[src/rtl/serial_r_pkg.sv]
// serial_r_pkg -- shared definitions for the UART receive path.
//
// Contents:
//   state_e              receiver FSM state encoding
//   CLK_PER_BIT_DEFAULT  default clk cycles per UART bit (50 MHz / 500 kbaud)
//   DATA_BITS            payload bits per 8N1 frame
//   RX_IDLE_LEVEL        idle (marking) level of the UART line
package serial_r_pkg;

  typedef enum logic [2:0] {
    ST_IDLE    = 3'd0,
    ST_START   = 3'd1,
    ST_DATA    = 3'd2,
    ST_STOP    = 3'd3,
    ST_RECOVER = 3'd4
  } state_e;

  localparam int unsigned CLK_PER_BIT_DEFAULT = 100;
  localparam int unsigned DATA_BITS           = 8;
  localparam logic        RX_IDLE_LEVEL       = 1'b1;

endpackage

[src/rtl/serial_r_sync.sv]
// sync_2ff -- two-flop synchronizer for a single asynchronous bit.
//
// Ports:
//   clk      in   sampling clock
//   rst_n_i  in   asynchronous active-low reset; both flops load RESET_VAL
//   d_i      in   asynchronous input
//   q_o      out  synchronized output, two clk cycles behind d_i
module sync_2ff #(
  parameter logic RESET_VAL = 1'b1
) (
  input  logic clk,
  input  logic rst_n_i,
  input  logic d_i,
  output logic q_o
);

  logic meta_q;
  logic sync_q;

  always_ff @(posedge clk or negedge rst_n_i) begin
    if (!rst_n_i) begin
      meta_q <= RESET_VAL;
      sync_q <= RESET_VAL;
    end else begin
      meta_q <= d_i;
      sync_q <= meta_q;
    end
  end

  assign q_o = sync_q;

endmodule

[src/rtl/serial_r.sv]
// serial_r -- 8N1 UART receiver with mid-bit sampling.
//
// Parameters:
//   CLK_PER_BIT  clk cycles per UART bit (16..65535)
//
// Ports:
//   clk        in   sole clock, all state on rising edge
//   rst        in   asynchronous active-low reset
//   rx         in   asynchronous UART line, idle high
//   data       out  last correctly framed byte (LSB first on the line)
//   new_data   out  one-cycle pulse when data is updated
//   frame_err  out  one-cycle pulse when the stop bit was sampled low
//   busy       out  high whenever the receiver is not idle
module serial_r
  import serial_r_pkg::*;
#(
  parameter int unsigned CLK_PER_BIT = CLK_PER_BIT_DEFAULT
) (
  input  logic                 clk,
  input  logic                 rst,
  input  logic                 rx,
  output logic [DATA_BITS-1:0] data,
  output logic                 new_data,
  output logic                 frame_err,
  output logic                 busy
);

  localparam int unsigned CW = $clog2(CLK_PER_BIT);

  // The start bit is re-checked half a bit in so that every later sample
  // lands in the middle of its bit cell.
  localparam logic [CW-1:0] HALF_LAST = CW'(CLK_PER_BIT / 2 - 1);
  localparam logic [CW-1:0] FULL_LAST = CW'(CLK_PER_BIT - 1);
  localparam logic [2:0]    LAST_BIT  = 3'(DATA_BITS - 1);

  logic rx_s;

  state_e               state_q, state_d;
  logic [CW-1:0]        cyc_q, cyc_d;
  logic [2:0]           bit_q, bit_d;
  logic [DATA_BITS-1:0] shift_q, shift_d;
  logic [DATA_BITS-1:0] data_q, data_d;
  logic                 new_data_q, new_data_d;
  logic                 frame_err_q, frame_err_d;

  sync_2ff #(
    .RESET_VAL (RX_IDLE_LEVEL)
  ) u_sync (
    .clk     (clk),
    .rst_n_i (rst),
    .d_i     (rx),
    .q_o     (rx_s)
  );

  always_ff @(posedge clk or negedge rst) begin
    if (!rst) begin
      state_q     <= ST_IDLE;
      cyc_q       <= '0;
      bit_q       <= '0;
      shift_q     <= '0;
      data_q      <= '0;
      new_data_q  <= 1'b0;
      frame_err_q <= 1'b0;
    end else begin
      state_q     <= state_d;
      cyc_q       <= cyc_d;
      bit_q       <= bit_d;
      shift_q     <= shift_d;
      data_q      <= data_d;
      new_data_q  <= new_data_d;
      frame_err_q <= frame_err_d;
    end
  end

  always_comb begin
    state_d     = state_q;
    cyc_d       = cyc_q;
    bit_d       = bit_q;
    shift_d     = shift_q;
    data_d      = data_q;
    new_data_d  = 1'b0;
    frame_err_d = 1'b0;

    unique case (state_q)
      ST_IDLE: begin
        if (!rx_s) begin
          state_d = ST_START;
          cyc_d   = '0;
          bit_d   = '0;
        end
      end

      // A line that is high again at mid-start is treated as a glitch.
      ST_START: begin
        if (cyc_q == HALF_LAST) begin
          cyc_d   = '0;
          state_d = rx_s ? ST_IDLE : ST_DATA;
        end else begin
          cyc_d = cyc_q + 1'b1;
        end
      end

      // The bit counter is cleared rather than incremented past the last
      // bit so it never wraps.
      ST_DATA: begin
        if (cyc_q == FULL_LAST) begin
          shift_d[bit_q] = rx_s;
          cyc_d          = '0;
          if (bit_q == LAST_BIT) begin
            bit_d   = '0;
            state_d = ST_STOP;
          end else begin
            bit_d = bit_q + 1'b1;
          end
        end else begin
          cyc_d = cyc_q + 1'b1;
        end
      end

      // Leaving STOP at mid-stop-bit puts the FSM back in IDLE half a bit
      // before a back-to-back start edge can reach rx_s.
      ST_STOP: begin
        if (cyc_q == FULL_LAST) begin
          cyc_d = '0;
          if (rx_s) begin
            data_d     = shift_q;
            new_data_d = 1'b1;
            state_d    = ST_IDLE;
          end else begin
            frame_err_d = 1'b1;
            state_d     = ST_RECOVER;
          end
        end else begin
          cyc_d = cyc_q + 1'b1;
        end
      end

      // Waiting for the line to return high keeps a held break from being
      // decoded as a stream of 0x00 frames with framing errors.
      ST_RECOVER: begin
        if (rx_s) begin
          state_d = ST_IDLE;
        end
      end

      default: begin
        state_d = ST_IDLE;
      end
    endcase
  end

  assign data      = data_q;
  assign new_data  = new_data_q;
  assign frame_err = frame_err_q;
  assign busy      = (state_q != ST_IDLE);

endmodule

[config.mk]
export PLATFORM = sky130hd
export DESIGN_NAME = serial_r
export DESIGN_NICKNAME = d
export VERILOG_FILES = /design/src/rtl/serial_r_pkg.sv /design/src/rtl/serial_r_sync.sv /design/src/rtl/serial_r.sv
export SDC_FILE = /design/constraint.sdc
export NUM_CORES = 1
export LEC_CHECK = 0
export CAP_MARGIN = 20
export CELL_PAD_IN_SITES_DETAIL_PLACEMENT = 0
export CELL_PAD_IN_SITES_GLOBAL_PLACEMENT = 1
export CORE_ASPECT_RATIO = 0.8
export CORE_MARGIN = 2
export CORE_UTILIZATION = 45
export CTS_CLUSTER_SIZE = 8
export DETAILED_ROUTE_END_ITERATION = 10
export PLACE_DENSITY_LB_ADDON = 0.1
export SYNTH_ARGS = -nofsm -noshare
export SYNTH_HDL_FRONTEND = slang
export SYNTH_SLANG_ARGS = --single-unit
export TNS_END_PERCENT = 5
[constraint.sdc]
create_clock -name clk -period 2.9 [get_ports clk]
set_clock_uncertainty 0.05 [all_clocks]
set_input_delay 0.58 -clock clk [delete_from_list [all_inputs] [get_ports clk]]
set_output_delay 0.58 -clock clk [all_outputs]
set_load 0.03 [all_outputs]
==> results of run 1 <==
-- area by class of cell --
class	instances	area, µm²
flip-flops and latches	33	828
well taps	42	52.6
multi-input cells	95	763
inverters	5	18.8
clock inverters	2	10.0
repair buffers	16	153
clock buffers	6	72.6
fillers	299	1570
-- power breakdown --
group | switching [W] | internal, W
clock network | 0.000165 | 0.000166
logic | 0.00000959 | 0.00000358
registers | 0.00000321 | 0.000463
-- cell families after synthesis --
family          after synthesis
simple gates                 45
flops                        33
compound gates               30
mux                          16
buf+inv                      15
fa+ha+maj                     4
-- stage by stage --
step	cell area, µm²	std cells
after CTS	1900	199
final	1900	199
after detailed placement	1820	191
after global routing	1900	199
after global placement	1820	191
after floorplan	1660	143
-- Yosys cell counts (all sizes together) --
cell type	instances
dfrtp	31
mux2	16
nand2	12
clkbuf	8
nor2	7
a22o	6
inv	5
nand4b	5
a21oi	4
ha	4
nand3	4
o211ai	4
o21ai	4
o31ai	3
or3	3
or4	3
a2111oi	2
and2	2
buf	2
dfstp	2
nand4	2
nor2b	2
nor3	2
nor4b	2
a21o	1
a311oi	1
a41oi	1
nand2b	1
o2111ai	1
o221ai	1
o311ai	1
o31a	1
-- metal layers --
| layer | track usage [%] | up-vias |
|---|---|---|
| li1 | - | 559 |
| met1 | 26.5 | 556 |
| met2 | 23.8 | 45 |
| met3 | 5.57 | 2 |
| met4 | 6.47 | 0 |
| met5 | 0 | - |
-- worst max path at each step --
stage	startpoint	to	slack, ns	depth (start not counted)
2_1_floorplan	cyc_q[0]	data[0]	0.70	6
3_3_place_gp	cyc_q[0]	data[5]	0.64	5
3_5_place_dp	cyc_q[0]	data[2]	0.58	5
4_1_cts	state_q[1]	busy	0.44	2
5_1_grt	state_q[1]	busy	0.39	2
6_report	state_q[1]	busy	0.44	2
-- registers in the layout, summed over array words and instances, names as in the netlist --
name / flops
cyc_q: 7
state_q: 3
frame_err: 1
u_sync.q_o: 1
bit_q: 3
u_sync.meta_q: 1
data: 8
shift_q: 8
new_data: 1
-- worst max-delay path, cell delays in order, from the launching register on --
cell,delay [ns]
dfrtp_1,0.52
or3_1,0.42
clkdlybuf4s50_1,0.60
==> results_dict.tcl, run 1 <==
set metrics [dict create \
    leakage_nw 0.882 \
    rrSetupSlack_ns 0.57 \
    routed_wl_mm 3.12 \
    postCtsHoldBufs 0 \
    grt_max_degree 34 \
    finalMaxSlewViolations 0 \
    yosys.area_share.simple_pct 16.6 \
    worst_hold_path.endpoint "u_sync.q_o" \
    nNetsFinal 163 \
    fmax_ghz 0.406 \
    r2r-start "cyc_q[0]" \
    overflow 0 \
    fp.dieArea_um2 4190 \
    synth_xor_area_share_pct 0 \
    hpwl_mm 2.07 \
    vias_per_cell 5.84 \
    vias 1162 \
    crit_type "flip-flop to output port" \
    synth_top_family_by_area "simple AND/OR/NAND/NOR gates" \
    synth-adder-area-share_pct 3.02 \
    utilization_pct 54.7 \
    crit_path_end_kind "output port" \
    synth_cell_types 41 \
    io_buffer_count 13 \
    cap_violations 0 \
    syn_area_per_cell_um2 11.6 \
    ys_ff_latch 33 \
    top_layer_used "met4" \
    die_h_um 58.3 \
    grt_pass1_vias 1137 \
    synth-compound-area-share_pct 13.7 \
    drt_pre_antenna_iters 4 \
    power_density_nw_per_um2 427 \
    outcome "completed" \
    layout_commonest_cell "dfrtp_1" \
    rsz0062_at_grt "false" \
    min_path_type "flip-flop to flip-flop" \
    n_antenna_cell 0 \
    gp_congestion 0.797 \
    ctsResizeCount 0 \
    drcViolationCount 0 \
    syn_nets 150 \
    yosys-top-cells-area "dfrtp_1 (47%), mux2_4 (7.3%), mux2_2 (5.4%)" \
    final.setup.worst_slack_ns 0.438 \
    worstPathMaxFanout 15 \
    cp.required_ns 2.27 \
    final_cell_mix "dfrtp_1 (31), clkdlybuf4s50_1 (13), nand2_1 (12)" \
    start_kind "flip-flop" \
    pre_cts_ws_ns 0.581 \
    track_usage_pct 17.7 \
    synthesis.area_um2 1660 \
    rows 19 \
    cts_sinks 33 \
    seq_area_frac_synth_pct 50.0 \
    clock_path_buffers 2 \
    min_period_over_period_pct 84.9 \
    post_cts_buffers 0 \
    crit_arrival_ns 1.83 \
    synth_top_area_share_pct 46.8 \
    fp.dieW_um 71.8 \
    ios 14 \
    initial_core_util_pct 47.7 \
    synthCells 143 \
    clockRootBuffer "clkbuf_8" \
    route.met3.wl_um 216 \
    core_area_um2 3470 \
    ant_nets 0 \
    slew_headroom_pct 67.1 \
    whs_ns 0.309 \
    antenna_found_initial 0 \
    clkTransAtPathRegs_ns 0.07 \
    drt-met1-wl_mm 1.65 \
    avgRoutedWirePerCell_um 15.7 \
    setup_viol 0 \
    p_total_w 0.000810 \
    fin_crit_ns 2.46 \
    min_from "u_sync.meta_q" \
    cts.htree.levels 2 \
    max-vdd-ir-drop_v 0.000239 \
    synth_mux_area_share_pct 12.7 \
    ys_warn_count 0 \
    areaGrowthSynthToFinish_pct 14.6 \
    grt_pass1_wl_mm 5.54 \
    wl_met2_mm 1.24 \
    post-synth-top-area-cell "dfrtp_1" \
    whs_path_depth 0 \
    ff2ff_path_depth 5 \
    setup_tns_ns 0 \
    numCtsBuffers 5 \
    first_iter_violations 100 \
    cts_tree "yes" \
    r2r-end "data[2]" \
    drive_gt1_share_pct 24.2 \
    insertion_delay_ns 0.28 \
    finalHoldViolCount 0 \
    tightestPinTransition_ns 0.492 \
]
Power figures use the tool's default switching activity.
==> run 2, diff against run 1 <==
==> constraint.sdc (replaced) <==
create_clock -name clk -period 2.41 [get_ports clk]
set_clock_uncertainty 0.05 [all_clocks]
set_input_delay 0.482 -clock clk [delete_from_list [all_inputs] [get_ports clk]]
set_output_delay 0.482 -clock clk [all_outputs]
set_load 0.03 [all_outputs]
==> results_dict.tcl, run 2 (synthesis gave the netlist of run 1 again) <==
set metrics [dict create \
    rsz0062_at_grt "false" \
    initial_core_util_pct 47.7 \
    power_density_nw_per_um2 570 \
    start_kind "flip-flop" \
    fp.dieArea_um2 4190 \
    grt_max_degree 34 \
    min_period_over_period_pct 95.0 \
    io_buffer_count 13 \
    grt_pass1_vias 1133 \
    final_area_um2 1940 \
    cts_sinks 33 \
    post_cts_buffers 0 \
    min_path_type "flip-flop to flip-flop" \
    crit_path_end_kind "flip-flop" \
    setup_tns_ns 0 \
    fin_crit_ns 2.29 \
    areaGrowthSynthToFinish_pct 17.2 \
    ios 14 \
    n_antenna_cell 0 \
    internal-power_w 0.000898 \
    first_iter_violations 92 \
    multi_input_area_um2 766 \
    cts_tree "yes" \
    p_switching_w 0.000209 \
    clkTransAtPathRegs_ns 0.07 \
    postCtsHoldBufs 0 \
    overflow 0 \
    grt_pass1_wl_mm 5.73 \
    routed_wl_mm 3.15 \
    gp_congestion 0.782 \
    outcome "completed" \
    avgRoutedWirePerCell_um 15.8 \
    max-vdd-ir-drop_v 0.000386 \
    p_comb_share_pct 1.4 \
    antenna_found_initial 0 \
    drt_pre_antenna_iters 4 \
    leakage_nw 0.898 \
    rows 19 \
    crit_arrival_ns 2.41 \
    swShare_pct 18.9 \
    nNetsFinal 164 \
    drive_gt1_share_pct 25.3 \
    setup_viol 0 \
    fmax_ghz 0.437 \
    hpwl_mm 2.15 \
    pwr-share-seq_pct 50.6 \
    tightestPinTransition_ns 0.532 \
    layout_commonest_cell "dfrtp_1" \
    core_area_um2 3470 \
    place_area_um2 1820 \
    cts.htree.levels 2 \
    die_h_um 58.3 \
    cap_violations 0 \
    final_cell_mix "dfrtp_1 (31), clkdlybuf4s50_1 (13), nand2_1 (12)" \
    seq_area_um2 828 \
    clockRootBuffer "clkbuf_8" \
    fp.dieW_um 71.8 \
    vias_per_cell 5.94 \
    finalHoldViolCount 0 \
    clock_path_buffers 2 \
    drcViolationCount 0 \
    track_usage_pct 17.9 \
    cp.required_ns 2.53 \
    numCtsBuffers 5 \
    fill_cells 288 \
    crit_type "flip-flop to flip-flop" \
    slew_headroom_pct 64.6 \
    vias 1188 \
    pwr-share-clk_pct 47.9 \
    finalMaxSlewViolations 0 \
    worstPathMaxFanout 9 \
    ant_nets 0 \
    insertion_delay_ns 0.28 \
]
==> run 2: layout make-up <==
type | count | share of cell area, %
tap | 42 | 2.71
clock inverter | 1 | 1.55
clock buffer | 7 | 4.45
inverter | 5 | 0.966
timing repair buffer | 17 | 8.25
multi-input combinational | 95 | 39.4
sequential | 33 | 42.7
==> run 2: metal layers <==
layer | track usage (%) | vias up | wire (µm)
met1 | 27.7 | 590 | 1720
met4 | 4.85 | 0 | 38
met3 | 5.57 | 5 | 141
met2 | 24.2 | 28 | 1250
met5 | 0 | - | 0
li1 | - | 565 | -
==> run 2: path summary, 6_finish.rpt <==
path                                     from         end  slack, ns  cells after the start
worst max-delay path                 cyc_q[0]     data[0]       0.12                      5
worst min-delay path            u_sync.meta_q  u_sync.q_o       0.31                      0
worst max register to register       cyc_q[0]     data[0]       0.12                      5
worst min register to register  u_sync.meta_q  u_sync.q_o       0.31                      0
max in group asynchronous                 rst  u_sync.q_o       1.44                      2
min in group asynchronous                 rst    cyc_q[6]       0.55                      2
==> run 2: what timing repair did <==
item,CTS,global route
resized for setup,0,1
setup endpoints to repair,0,3
endpoints found under the hold margin,0,0
==> run 2: per-stage QoR <==
| step | hold slack, ns | std cells | setup slack (ns) | power, W | util (%) |
|---|---|---|---|---|---|
| 4_1_cts | 0.313 | 200 | 0.0904 | 0.00112 | 55.9 |
| 6_report | 0.310 | 200 | 0.120 | 0.00111 | 55.9 |
| 5_1_grt | 0.320 | 200 | 0.0285 | 0.00115 | 55.9 |
| 3_3_place_gp | 0.301 | 192 | 0.152 | 0.000587 | 52.5 |
| 2_1_floorplan | 0.136 | 143 | 0.205 | 0.000571 | - |
| 3_5_place_dp | 0.299 | 192 | 0.0892 | 0.000588 | 52.5 |
==> run 2: power by group through the flow <==
stage | Sequential (W) | Combinational (W) | Clock (W)
final | 0.000561 | 0.0000158 | 0.000531
after global routing | 0.000561 | 0.0000195 | 0.000571
after CTS | 0.000561 | 0.0000171 | 0.000544
after detailed placement | 0.000571 | 0.0000171 | 0
after global placement | 0.000571 | 0.0000164 | 0
after floorplan | 0.000568 | 0.00000291 | 0
==> run 2: critical path: stages (launching register included) <==
cell      delay [ns]
dfrtp_1         0.42
ha_2            0.26
nand4b_4        0.13
or3_4           0.38
or4_4           0.61
mux2_4          0.33
